`config.mk`:
```
export PLATFORM = sky130hd
export DESIGN_NAME = hazard_ctrl
export DESIGN_NICKNAME = d
export VERILOG_FILES = /design/src/rtl/hazard_ctrl.sv
export SDC_FILE = /design/constraint.sdc
export NUM_CORES = 1
export LEC_CHECK = 0
export ABC_AREA = 1
export BUFFER_PORTS_ARGS = -buffer_cell sky130_fd_sc_hd__buf_2
export CORE_MARGIN = 4
export CORE_UTILIZATION = 35
export DETAILED_ROUTE_END_ITERATION = 10
export HOLD_SLACK_MARGIN = 0.02
export PLACE_DENSITY = 0.59
export SLEW_MARGIN = 5
export SYNTH_ARGS = -nofsm -noshare
export SYNTH_HDL_FRONTEND = slang
export SYNTH_SLANG_ARGS = --single-unit
```
`constraint.sdc`:
```
create_clock -name clk -period 1.88 [get_ports clk]
set_input_delay 0.282 -clock clk [delete_from_list [all_inputs] [get_ports clk]]
set_output_delay 0.282 -clock clk [all_outputs]
set_load 0.05 [all_outputs]
```
`src/rtl/hazard_ctrl.sv`:
```
// rtl/hazard_ctrl.sv - pipeline hazard unit: forwarding, stalls, flushes, multi-cycle sequencer, stall counter
module hazard_ctrl #(
  parameter int REG_AW = 5,
  parameter int MC_LAT = 4,
  parameter int FWD_EN = 1,
  parameter int CNT_W  = 32
) (
  input  logic              clk,
  input  logic              reset,
  input  logic [REG_AW-1:0] rs1D,
  input  logic [REG_AW-1:0] rs2D,
  input  logic [REG_AW-1:0] rs1E,
  input  logic [REG_AW-1:0] rs2E,
  input  logic [REG_AW-1:0] rdE,
  input  logic [REG_AW-1:0] rdM,
  input  logic [REG_AW-1:0] rdW,
  input  logic              reg_writeE,
  input  logic              reg_writeM,
  input  logic              reg_writeW,
  input  logic              loadE,
  input  logic              pc_srcE,
  input  logic              mc_startE,
  input  logic              cnt_clr,
  output logic [1:0]        forward_aE,
  output logic [1:0]        forward_bE,
  output logic              stallF,
  output logic              stallD,
  output logic              stallE,
  output logic              flushD,
  output logic              flushE,
  output logic              flushM,
  output logic              mc_busy,
  output logic              mc_doneE,
  output logic [CNT_W-1:0]  stall_cnt
);

  typedef enum logic {IDLE, BUSY} state_t;

  // First BUSY cycle already counts as one occupied cycle beyond the IDLE start cycle
  localparam logic [7:0]       MC_INIT = 8'(MC_LAT - 2);
  localparam logic [CNT_W-1:0] CNT_MAX = '1;

  state_t     state;
  logic [7:0] mc_cnt;
  logic       mc_stall;
  logic       lw_stall;
  logic       raw_stall;

  // Register x0 is hardwired to zero, so it never creates a dependency
  function automatic logic match(input logic [REG_AW-1:0] x, input logic [REG_AW-1:0] y);
    return (x != '0) && (x == y);
  endfunction

  // Forwarding selects for the E-stage operands; the younger M result wins over W
  always_comb begin
    forward_aE = 2'b00;
    forward_bE = 2'b00;
    if (FWD_EN != 0) begin
      if (reg_writeM && match(rdM, rs1E))      forward_aE = 2'b10;
      else if (reg_writeW && match(rdW, rs1E)) forward_aE = 2'b01;
      if (reg_writeM && match(rdM, rs2E))      forward_bE = 2'b10;
      else if (reg_writeW && match(rdW, rs2E)) forward_bE = 2'b01;
    end
  end

  // Data hazards detected in D: load-use always, plain RAW only without forwarding
  always_comb begin
    lw_stall  = loadE && reg_writeE && (match(rdE, rs1D) || match(rdE, rs2D));
    raw_stall = 1'b0;
    if (FWD_EN == 0) begin
      raw_stall = (reg_writeE && (match(rdE, rs1D) || match(rdE, rs2D))) ||
                  (reg_writeM && (match(rdM, rs1D) || match(rdM, rs2D)));
    end
  end

  // Multi-cycle sequencer: holds the op in E for MC_LAT cycles; new starts ignored while busy
  always_ff @(posedge clk or negedge reset) begin
    if (!reset) begin
      state  <= IDLE;
      mc_cnt <= 8'd0;
    end else begin
      case (state)
        IDLE: begin
          if (mc_startE) begin
            state  <= BUSY;
            mc_cnt <= MC_INIT;
          end
        end
        BUSY: begin
          if (mc_cnt != 8'd0) mc_cnt <= mc_cnt - 8'd1;
          else                state  <= IDLE;
        end
        default: state <= IDLE;
      endcase
    end
  end

  // Sequencer status decoded from state so the stall reaches the stage registers in the start cycle
  always_comb begin
    mc_busy  = (state == BUSY);
    mc_doneE = (state == BUSY) && (mc_cnt == 8'd0);
    mc_stall = (state == IDLE) ? mc_startE : (mc_cnt != 8'd0);
  end

  // Stage control with priority: multi-cycle hold, then redirect, then data hazards
  always_comb begin
    stallF = 1'b0;
    stallD = 1'b0;
    stallE = 1'b0;
    flushD = 1'b0;
    flushE = 1'b0;
    flushM = 1'b0;
    if (mc_stall) begin
      stallF = 1'b1;
      stallD = 1'b1;
      stallE = 1'b1;
      flushM = 1'b1;
    end else if (pc_srcE) begin
      // The D instruction is squashed, so any hazard it raised is void
      flushD = 1'b1;
      flushE = 1'b1;
    end else if (lw_stall || raw_stall) begin
      stallF = 1'b1;
      stallD = 1'b1;
      flushE = 1'b1;
    end
  end

  // Saturating count of fetch-stall cycles; clear beats increment
  always_ff @(posedge clk or negedge reset) begin
    if (!reset) begin
      stall_cnt <= '0;
    end else if (cnt_clr) begin
      stall_cnt <= '0;
    end else if (stallF && (stall_cnt != CNT_MAX)) begin
      stall_cnt <= stall_cnt + 1'b1;
    end
  end

endmodule

```
==> After elaboration in Yosys (flattened, before gate mapping) <==
Index checks and enable logic that the tools add are counted.
{ "totals": {"in_bits": 44, "output_inout_bits": 44, "regBits": 41} }
{ "op_classes": {"eq_ne": 9, "bitwise": 1, "reduce_logical": 22, "mux": 21, "add_sub_neg": 2} }
{ "ops": {"columns": ["op", "count"], "rows": [
  ["$mux W32", 2],
  ["$add A32 B1 Y32 const B", 1],
  ["$ne A32 B32 Y1 const B", 1],
  ["$eq A5 B5 Y1", 6],
  ["$mux W8", 2],
  ["$pmux W8 S2", 1],
  ["$reduce_bool A5 Y1", 3],
  ["$logic_and A1 B1 Y1", 14],
  ["$mux W1", 13],
  ["$logic_not A8 Y1", 1],
  ["$reduce_bool A8 Y1", 1],
  ["$sub A8 B1 Y8 const B", 1],
  ["$mux W2", 2],
  ["$ne A2 B1 Y1 const B", 1],
  ["$ne A2 B2 Y1 const B", 1],
  ["$pmux W1 S2", 1],
  ["$reduce_and A2 Y1", 1],
  ["$reduce_bool A2 Y1", 1],
  ["$logic_or A1 B1 Y1", 1],
  ["$not A1 Y1", 1]
]} }

==> Longest topological paths before layout <==
{ "logic_depth": {"depth_word": 10, "ltp_mapped": 12, "depth_no_buf": 11} }

==> Worst setup path before layout <==
OpenSTA, ideal clock, no wires.
{ "synth_path": {"path_kind": "input port to output port", "start": "input rdM[0]", "end": "output forward_bE[0]", "arrival_ns": 2.779, "slack_ns": -1.181, "n_path_buf": 0, "required_ns": 1.598, "cell_stages": 5, "path_cell_list": "xor2_1 > a21oi_1 > nand2_1 > nor4_1 > nor2_1"} }
{ "synth_between": {"elab_chain_len": 4} }
{ "synth_lines": {"columns": ["element", "line_no", "rtl"], "rows": [
  ["start, declared", "15", "input logic [REG_AW-1:0] rdM,"],
  ["$eq A5 B5 Y1 / $reduce_bool A5 Y1 (equally long branches)", "51", "return (x != '0) && (x == y);"],
  ["$logic_and A1 B1 Y1 (*)", "51", null],
  ["$logic_and A1 B1 Y1 (*)", "61", "if (reg_writeM && match(rdM, rs2E)) forward_bE = 2'b10;"],
  ["$mux W2 (*)", "61", null],
  ["end, declared", "25", "output logic [1:0] forward_bE,"]
]} }
Mark *: on every way between the ends. The rest lies on a longest branch, timed or not.

==> Worst setup path in the final report <==
{ "layout_path": {"start": "register mc_cnt[6]", "end": "output stallD"} }
{ "layout_between": {"elab_chain_len": 3} }
{ "layout_lines": {"columns": ["element", "line_no", "rtl"], "rows": [
  ["start, declared", "44", "logic [7:0] mc_cnt;"],
  ["start signal, assigned", "90", "if (mc_cnt != 8'd0) mc_cnt <= mc_cnt - 8'd1;"],
  ["$reduce_bool A8 Y1", "102", "mc_stall = (state == IDLE) ? mc_startE : (mc_cnt != 8'd0);"],
  ["$mux W1", "102", null],
  ["$mux W1", "113", "if (mc_stall) begin"],
  ["end, declared", "27", "output logic stallD,"]
]} }
Every way passes these cells.

==> out/metrics.yaml <==
status: "completed"
final_common_cell: "nand2_1"
finalWeightedCongestion: 0.877
crit_arrival_ns: 1.57
cts_made_buffers: 5
setup_ws_ns: 0.0252
p_per_area_nw_per_um2: 373
postLayoutCellArea_um2: 4610
antenna_cells: 0
drtPass1Iterations: 4
reg2regPathDepth: 9
clockBufferDepth: 2
clock-skew-final_ns: 0.0162
clk_pin_slew_ns: 0.09
start_kind: "flop"
busiest_layer: "met2"
cts_tree: "yes"
grt_max_degree: 42
io_pins: 88
path_class: "flop to primary output"
vdd_drop_max_v: 0.000231
drive_gt1_frac: 0.288
fin_nets: 703
synth_nets: 579
fin_crit_sh: 0.987
synth-seq-cells: 41
tns_ns: 0
hp-class: "input pin to async pin"
worstMarginPinSlew_ns: 0.519
cts-root-buf: "clkbuf_8"
rsz0062_at_grt: "yes"
antenna_found_initial: 0
slew_headroom: 0.654
syn_inst: 532
core_area_um2: 9330
drc: 0
track_usage: 0.180
drt-total-wl_um: 10500
final-max-slew-violation-count: 0
yosys-top-cells-area: "dfrtp_1 30%, nand2_1 17%, nand3_1 9.2%"
grt_util_met1: 0.227
pre_cts_ws_ns: 0.0427
start_util: 0.362
syn2layout_area_growth_pct: 36.5
grt.met3_usage: 0.0352
wl_per_cell_um: 13.4
min_period_ns: 1.85
final_cell_mix: "151 x nand2_1, 83 x buf_2, 69 x inv_1"
use_met2: 0.310
setup_violations: 0
yosysWarnings: 0
synth_top_cell_by_area: "dfrtp_1"
required_ns: 1.60
portBuffers: 87
cts_hold_buffers: 0
fin_util: 0.494
fp.dieArea_um2: 11300
avgViaCountPerCell: 4.90
grt_pass1_vias: 3598
htreeDepth: 2
cts.sink_count: 41
crit_path_max_fanout: 7
rows: 35
clkLatencyLatePin_ns: 0.30
dr_total_vias: 3849
grt_pass1_wl_um: 16800
synth-seq-area-share: 0.304
final_antenna_net_count: 0
worst_setup_path_end_kind: "primary output"
postPlaceCellArea_um2: 4090
chipWidth_um: 106
synth.top_cell.area_share: 0.304
avgSynthCellArea_um2: 6.35
p_leak_nw: 2.53
syn_area_um2: 3380
total_power_mw: 1.72
cap_violations: 0
final_hold_viol_count: 0
die_h_um: 106
place_hpwl_um: 7610
drtIter0Drc: 163
fmaxAchievable_mhz: 539
grt.overflow.total: 0
netlist-cell-type-count: 33
timing repair:
item	4_1_cts	5_1_grt
resized for setup	16	35
setup buffers	5	17
pin swaps	3	9
cloned	0	4
setup endpoints to repair	4	36
final timing paths:
check	from	endpoint	slack [ns]
max in group asynchronous	reset	mc_cnt[5]$_DFFE_PN0P_	1.44
worst max-delay path	mc_cnt[6]$_DFFE_PN0P_	stallD	0.03
worst min register to register	mc_cnt[7]$_DFFE_PN0P_	mc_cnt[7]$_DFFE_PN0P_	0.56
min in group clk	cnt_clr	stall_cnt[28]$_DFFE_PN0P_	0.33
worst min-delay path	reset	stall_cnt[29]$_DFFE_PN0P_	0.04
worst max register to register	stall_cnt[0]$_DFFE_PN0P_	stall_cnt[10]$_DFFE_PN0P_	0.06
cell type report:
cell class | count | area [µm²]
fill | 962 | 4720
multi-input combinational | 401 | 2130
sequential | 41 | 1040
timing repair buffer | 133 | 910
inverter | 74 | 283
tap | 129 | 161
clock buffer | 7 | 76.3
clock inverter | 1 | 5.00
metal layers:
layer,up-vias,share of wire
met5,-,0
met1,1779,0.43
met2,94,0.50
met3,17,0.051
met4,0,0.019
li1,1959,-
through the flow:
| step | std cells | hold WS [ns] |
|---|---|---|
| final | 786 | 0.0384 |
| after global routing | 786 | 0.0808 |
| after CTS | 765 | 0.0615 |
| after detailed placement | 752 | 0.389 |
| after global placement | 752 | 0.386 |
| after floorplan | 532 | -0.0136 |
critical path, stage by stage (launching register included):
cell and delay (ns):
dfrtp_1 0.41, nor2_1 0.13, nand4_1 0.17, nand2_2 0.13, nand2_4 0.10, inv_6 0.09
nand2_8 0.07, buf_12 0.17
kinds of logic after synthesis:
logic type / count (synthesis) / share of synthesized area
buffers and inverters: 91 / 0.112
XOR/XNOR: 30 / 0.0778
flip-flops: 41 / 0.304
adder cells (fa/ha/maj): 3 / 0.0111
AO/OA/AOI/OAI: 25 / 0.0452
AND/OR/NAND/NOR: 342 / 0.450
state kept, by name, summed over array words and instances (netlist names):
| name | flops |
|---|---|
| mc_busy | 1 |
| mc_cnt | 8 |
| stall_cnt | 32 |
report_power, final:
part           switching [mW]  internal [mW]
Clock                   0.313          0.261
Combinational           0.154         0.0970
Sequential            0.00773          0.887
Total                   0.475           1.25
Yosys cell counts (all sizes together):
cell type / number
buf: 12
nand4: 32
or2: 3
ha: 3
nand2: 159
a22oi: 1
o31ai: 3
clkbuf: 5
nor3: 8
inv: 74
o21ai: 7
o22ai: 1
nand3b: 2
xor2: 23
a21oi: 8
o2111ai: 3
o21a: 1
a211oi: 1
nor4: 3
nand3: 64
nor2: 70
xnor2: 7
dfrtp: 41
or3: 1
Power figures use the tool's default switching activity.
